$ cat src/rtl/wash_pkg.sv
// Shared types and defaults for the washing-machine sequencer.
//   state_t     : FSM state encoding (IDLE=0 .. FAULT=6)
//   drive_t     : registered actuator drive bundle {valve, shake_mode, turn_mode}
//   state_drive : Moore output decode for a state
//   is_fill     : true for the two tank-filling states
package wash_pkg;

  typedef enum logic [2:0] {
    IDLE       = 3'd0,
    FILL_WASH  = 3'd1,
    WASH       = 3'd2,
    FILL_RINSE = 3'd3,
    RINSE      = 3'd4,
    SPIN       = 3'd5,
    FAULT      = 3'd6
  } state_t;

  localparam int DEF_SYNC_STAGES  = 2;
  localparam int DEF_FILL_TIMEOUT = 64;
  localparam int CNT_W            = 16;

  // Lane index of each plant input inside the synchronizer array
  localparam int NUM_IN   = 4;
  localparam int IN_START = 0;
  localparam int IN_FULL  = 1;
  localparam int IN_TIME  = 2;
  localparam int IN_DRY   = 3;

  typedef struct packed {
    logic valve;
    logic shake_mode;
    logic turn_mode;
  } drive_t;

  function automatic drive_t state_drive(state_t s);
    drive_t d;
    d = '0;
    unique case (s)
      FILL_WASH, FILL_RINSE: d.valve      = 1'b1;
      WASH, RINSE:           d.shake_mode = 1'b1;
      SPIN:                  d.turn_mode  = 1'b1;
      default:               d = '0;
    endcase
    return d;
  endfunction

  function automatic logic is_fill(state_t s);
    return (s == FILL_WASH) || (s == FILL_RINSE);
  endfunction

endpackage

$ cat src/rtl/wash_input_sync.sv
// One-lane input synchronizer with rising-edge detector.
//   clock, reset_n : system clock, async active-low reset
//   d              : raw asynchronous input
//   q              : synchronized level (d itself when STAGES == 0)
//   rise           : one-cycle pulse when q goes 0 -> 1
module wash_input_sync #(
  parameter int STAGES = 2
) (
  input  logic clock,
  input  logic reset_n,
  input  logic d,
  output logic q,
  output logic rise
);

  logic          prev;
  // Counts cycles since reset release; q/prev only reflect the real input
  // once the whole chain has refilled, so an input already high at release
  // is not mistaken for an edge.
  logic [STAGES:0] vld_pipe;

  generate
    if (STAGES == 0) begin : g_bypass
      assign q = d;
    end else begin : g_sync
      logic [STAGES-1:0] sr;
      always_ff @(posedge clock or negedge reset_n) begin
        if (!reset_n) sr <= '0;
        else begin
          sr[0] <= d;
          for (int i = 1; i < STAGES; i++) sr[i] <= sr[i-1];
        end
      end
      assign q = sr[STAGES-1];
    end
  endgenerate

  always_ff @(posedge clock or negedge reset_n) begin
    if (!reset_n) begin
      prev     <= 1'b0;
      vld_pipe <= '0;
    end else begin
      prev        <= q;
      vld_pipe[0] <= 1'b1;
      for (int i = 1; i <= STAGES; i++) vld_pipe[i] <= vld_pipe[i-1];
    end
  end

  assign rise = q & ~prev & vld_pipe[STAGES];

endmodule

$ cat src/rtl/wash_cycle_fsm.sv
// Washing-machine sequencer: fill -> wash -> refill -> rinse -> spin.
//   clock, reset_n : system clock, async active-low reset
//   start          : operator start (rising edge acts in IDLE/FAULT)
//   full           : tank-full level
//   Time           : wash/rinse timer expired (rising edge acts)
//   dry            : load-dry level
//   valve          : inlet valve open (fill states)
//   shake_mode     : agitate motor (wash/rinse)
//   turn_mode      : spin motor (spin)
// Outputs are registered from the next state, so they change on the same
// edge as the state register and are mutually exclusive.
module wash_cycle_fsm
  import wash_pkg::*;
#(
  parameter int SYNC_STAGES  = DEF_SYNC_STAGES,
  parameter int FILL_TIMEOUT = DEF_FILL_TIMEOUT
) (
  input  logic clock,
  input  logic reset_n,
  input  logic start,
  input  logic full,
  input  logic Time,
  input  logic dry,
  output logic valve,
  output logic shake_mode,
  output logic turn_mode
);

  logic [NUM_IN-1:0] raw, lvl, rise;
  logic              unused_rise;

  assign raw[IN_START] = start;
  assign raw[IN_FULL]  = full;
  assign raw[IN_TIME]  = Time;
  assign raw[IN_DRY]   = dry;

  wash_input_sync #(.STAGES(SYNC_STAGES)) u_sync [NUM_IN-1:0] (
    .clock   (clock),
    .reset_n (reset_n),
    .d       (raw),
    .q       (lvl),
    .rise    (rise)
  );

  // full/dry act on level only
  assign unused_rise = rise[IN_FULL] ^ rise[IN_DRY];

  state_t           state, state_nxt;
  logic [CNT_W-1:0] fill_cnt, cnt_inc;

  assign cnt_inc = fill_cnt + 1'b1;

  always_comb begin
    state_nxt = state;
    unique case (state)
      IDLE:       if (rise[IN_START]) state_nxt = FILL_WASH;
      // full on the timeout edge still wins
      FILL_WASH:  if (lvl[IN_FULL]) state_nxt = WASH;
                  else if (cnt_inc == CNT_W'(FILL_TIMEOUT)) state_nxt = FAULT;
      WASH:       if (rise[IN_TIME]) state_nxt = FILL_RINSE;
      FILL_RINSE: if (lvl[IN_FULL]) state_nxt = RINSE;
                  else if (cnt_inc == CNT_W'(FILL_TIMEOUT)) state_nxt = FAULT;
      RINSE:      if (rise[IN_TIME]) state_nxt = SPIN;
      SPIN:       if (lvl[IN_DRY]) state_nxt = IDLE;
      FAULT:      if (rise[IN_START]) state_nxt = IDLE;
      default:    state_nxt = IDLE;
    endcase
  end

  always_ff @(posedge clock or negedge reset_n) begin
    if (!reset_n) begin
      state      <= IDLE;
      fill_cnt   <= '0;
      valve      <= 1'b0;
      shake_mode <= 1'b0;
      turn_mode  <= 1'b0;
    end else begin
      state    <= state_nxt;
      fill_cnt <= (state_nxt == state && is_fill(state)) ? cnt_inc : '0;
      {valve, shake_mode, turn_mode} <= state_drive(state_nxt);
    end
  end

endmodule

$ cat config.mk
export PLATFORM = sky130hd
export DESIGN_NAME = wash_cycle_fsm
export DESIGN_NICKNAME = d
export VERILOG_FILES = /design/src/rtl/wash_pkg.sv /design/src/rtl/wash_input_sync.sv /design/src/rtl/wash_cycle_fsm.sv
export SDC_FILE = /design/constraint.sdc
export NUM_CORES = 1
export LEC_CHECK = 0
export CAP_MARGIN = 25
export CORE_MARGIN = 4
export CORE_UTILIZATION = 41
export DETAILED_ROUTE_END_ITERATION = 12
export PLACE_DENSITY = 0.56
export SYNTH_ARGS = -nofsm -noshare
export SYNTH_HDL_FRONTEND = slang
export SYNTH_SLANG_ARGS = --single-unit
$ cat constraint.sdc
create_clock -name clock -period 5.25 [get_ports clock]
set_clock_uncertainty 0.05 [all_clocks]
set_input_delay 1.05 -clock clock [delete_from_list [all_inputs] [get_ports clock]]
set_output_delay 1.05 -clock clock [all_outputs]
set_load 0.02 [all_outputs]
==> impl_metrics.py <==
metrics = {
    "placement": {
        "io_buffers": 8,
        "gp_congestion": 0.7904,
        "hpwl_microns": 1999,
    },
    "layout": {
        "syn2layout_area_growth_pct": 12.97,
        "diodes": 0,
        "drive_gt1_share_pct": 12.42,
        "layout.nets": 167,
        "utilization_pct": 48.90,
    },
    "routing": {
        "drtIter0Drc": 59,
        "antenna_left": 0,
        "vias": 1106,
        "drt_first_pass_iters": 4,
        "via_per_inst": 5.292,
        "remaining_drc_errors": 0,
        "drt-wirelength-per-cell_microns": 13.51,
        "wirelength_microns": 2823,
    },
    "power_and_ir_drop": {
        "total_power_mw": 0.6023,
        "power_density_nw_per_um2": 329.0,
        "leakagePower_nw": 0.7547,
        "peakVddDrop_mv": 0.1939,
    },
    "synthesis": {
        "yosys.area.top_type": "dfrtp_1",
        "synth_common_cells": "dfrtp_1, nor2_1, xnor2_1, nand2_1, o21ai_0",
        "synth-compound-area-share_pct": 10.89,
        "synth.most_common_cell": "dfrtp_1",
        "synthCells": 147,
        "synth_xor_area_share_pct": 7.568,
        "ys_seq_area_share_pct": 54.05,
        "synth_edf_count": 0,
        "synthFlopType": "dfrtp_1",
        "yosysTopAreaCellShare_pct": 54.05,
        "yosys_warnings": 0,
        "synth_nets": 154,
        "yosysUniqueCellTypes": 41,
        "synthArstFlopShare_pct": 100.0,
        "synth_seq_cells": 35,
        "synth.area.top_cells": "dfrtp_1, xnor2_1, nor2_1, o21ai_0, nand3_1",
        "synth_top_family_by_area": "simple AND/OR/NAND/NOR gates",
        "synthMuxAreaShare_pct": 0,
        "syn_area_per_cell_sq_um": 11.02,
        "netlist_area_sq_um": 1620,
        "synthSimpleGateAreaFrac_pct": 23.94,
        "synthAdderAreaFrac_pct": 0.7722,
    },
    "global_routing": {
        "grt_pass1_vias": 1119,
        "grt_antenna_before_repair": 0,
        "grt.met1_usage_pct": 18.61,
        "grt_pass1_wl_microns": 5347,
        "grtUsageMet2_pct": 19.67,
        "grt_max_degree": 36,
        "track_usage_pct": 13.48,
        "busiest_layer": "met2",
        "overflow": 0,
        "use_met3_pct": 4.545,
    },
    "flow_run": {
        "drv_cap": 0,
    },
    "die": {
        "die_h_microns": 70.87,
        "die_w_microns": 70.87,
        "row_count": 22,
        "io_pins": 9,
        "dieArea_sq_um": 5022,
        "start_util_pct": 43.28,
        "coreArea_sq_um": 3744,
    },
    "clock_tree": {
        "cts_setup_buffers": 0,
        "cts_max_path_buffers": 2,
        "clock-sinks": 35,
        "cts_root_buf": "clkbuf_8",
        "clk_pin_slew_ns": 0.07,
        "htree_levels": 2,
        "cts_buffers": 5,
        "cts_hold_buf": 0,
        "insertion_delay_ns": 0.28,
        "cts_resized": 0,
        "cts_tree": "built",
    },
    "setup_path": {
        "required_ns": 5.36,
        "setup.worst_path.start": "fill_cnt[0]$_DFF_PN0_",
        "end_kind": "flop",
        "cp_data_arrival_time_ns": 2.49,
        "r2r_start": "fill_cnt[0]$_DFF_PN0_",
        "cp_max_fo": 11,
        "start_kind": "flop",
        "critPathKind": "reg2reg",
    },
    "timing": {
        "tns_ns": 0,
        "final_max_slew_viol_count": 0,
        "fmax_ghz": 0.4203,
        "setup_violations": 0,
        "rsz0062_at_grt": "false",
        "relSlewSlack_pct": 62.77,
        "finalCritPeriodShare_pct": 45.32,
        "finalCriticalPeriod_ns": 2.379,
        "worst-slew-pin-transition_ns": 0.5534,
        "hold_violations": 0,
    },
    "hold_path": {
        "min_from": "u_sync[1].g_sync.sr[0]$_DFF_PN0_",
        "hp-class": "reg2reg",
    },
    "status": {
        "status": "complete, no violations",
    },
}
[metal layers]
layer / vias to the layer above / wire length, microns
li1: 554 / -
met1: 535 / 1383
met2: 13 / 1291
met3: 4 / 114
met4: 0 / 34
met5: - / 0
[path summary, 6_finish.rpt]
| path | endpoint | slack [ns] | cells after the start |
|---|---|---|---|
| max | state[0]$_DFF_PN0_ | 2.87 | 7 |
| min | u_sync[1].g_sync.sr[1]$_DFF_PN0_ | 0.30 | 0 |
| max reg2reg | state[0]$_DFF_PN0_ | 2.87 | 7 |
| min reg2reg | u_sync[1].g_sync.sr[1]$_DFF_PN0_ | 0.30 | 0 |
| max in group asynchronous | u_sync[2].prev$_DFF_PN0_ | 3.72 | 2 |
| min in group asynchronous | fill_cnt[15]$_DFF_PN0_ | 1.12 | 2 |
[where the power goes]
| part | internal (mW) | switching, mW | leakage [nW] |
|---|---|---|---|
| sequential | 0.293 | 0.0260 | 0.455 |
| combinational | 0.0411 | 0.0525 | 0.260 |
| clock | 0.0922 | 0.0973 | 0.0402 |
[layout by cell type, fill, tap and decap left out, types with 2 or more instances in the layout]
cell	netlist	final
a31oi_1	3	3
dfrtp_1	35	35
or3_1	5	5
a21oi_1	3	3
nand4_1	3	3
a211oi_1	2	2
and3_1	2	2
clkinvlp_4	0	2
inv_1	4	4
xnor2_1	10	10
clkbuf_8	0	5
o21ai_0	8	8
nor3_1	4	4
nor4_1	4	4
nand3_1	7	7
clkdlybuf4s50_1	0	8
xor2_1	4	4
nand2_1	8	8
nor2_1	19	19
[cells by family (layout without fill, tap and decap cells)]
kind of cell,Yosys count,in the layout
buffers and inverters,7,21
AOI/OAI and AO/OA,24,24
adders and majority gates,1,1
DFF,35,35
other,1,1
xor gates and xnor gates,14,14
and+or+nand+nor,65,65
[area by class of cell]
cell class	instances	area (sq um)
Fill cell	364	1913
Sequential cell	35	875.8
Multi-Input combinational cell	105	703.2
Timing Repair Buffer	9	87.58
Clock buffer	5	68.82
Tap cell	48	60.06
Clock inverter	3	20.02
Inverter	4	15.01
[through the flow]
stage               setup slack (ns)  cell area [sq um]  hold WS (ns)  instances
finish                         2.871               1831        0.3001        209
global placement               2.995               1742        0.2824        201
detailed placement             2.868               1742        0.2847        201
global route                   2.678               1831        0.3097        209
floorplan                      3.136               1620        0.2812        147
CTS                            2.844               1831        0.3016        209
[state kept, by name, indices dropped and copies added, names as in the netlist]
name,flops
shake_mode,1
u_sync.prev,2
turn_mode,1
state,3
fill_cnt,16
valve,1
u_sync.vld_pipe,3
u_sync.g_sync.sr,8
[critical path, cell delays in order (launching register included)]
cell       delay, ns
dfrtp_1         0.42
ha_1            0.27
nand2_1         0.24
o21ai_0         0.24
nand4_1         0.18
a2111oi_4       0.44
a31o_2          0.35
nand2_1         0.08
Note: power is estimated with default switching activity, not from simulation.
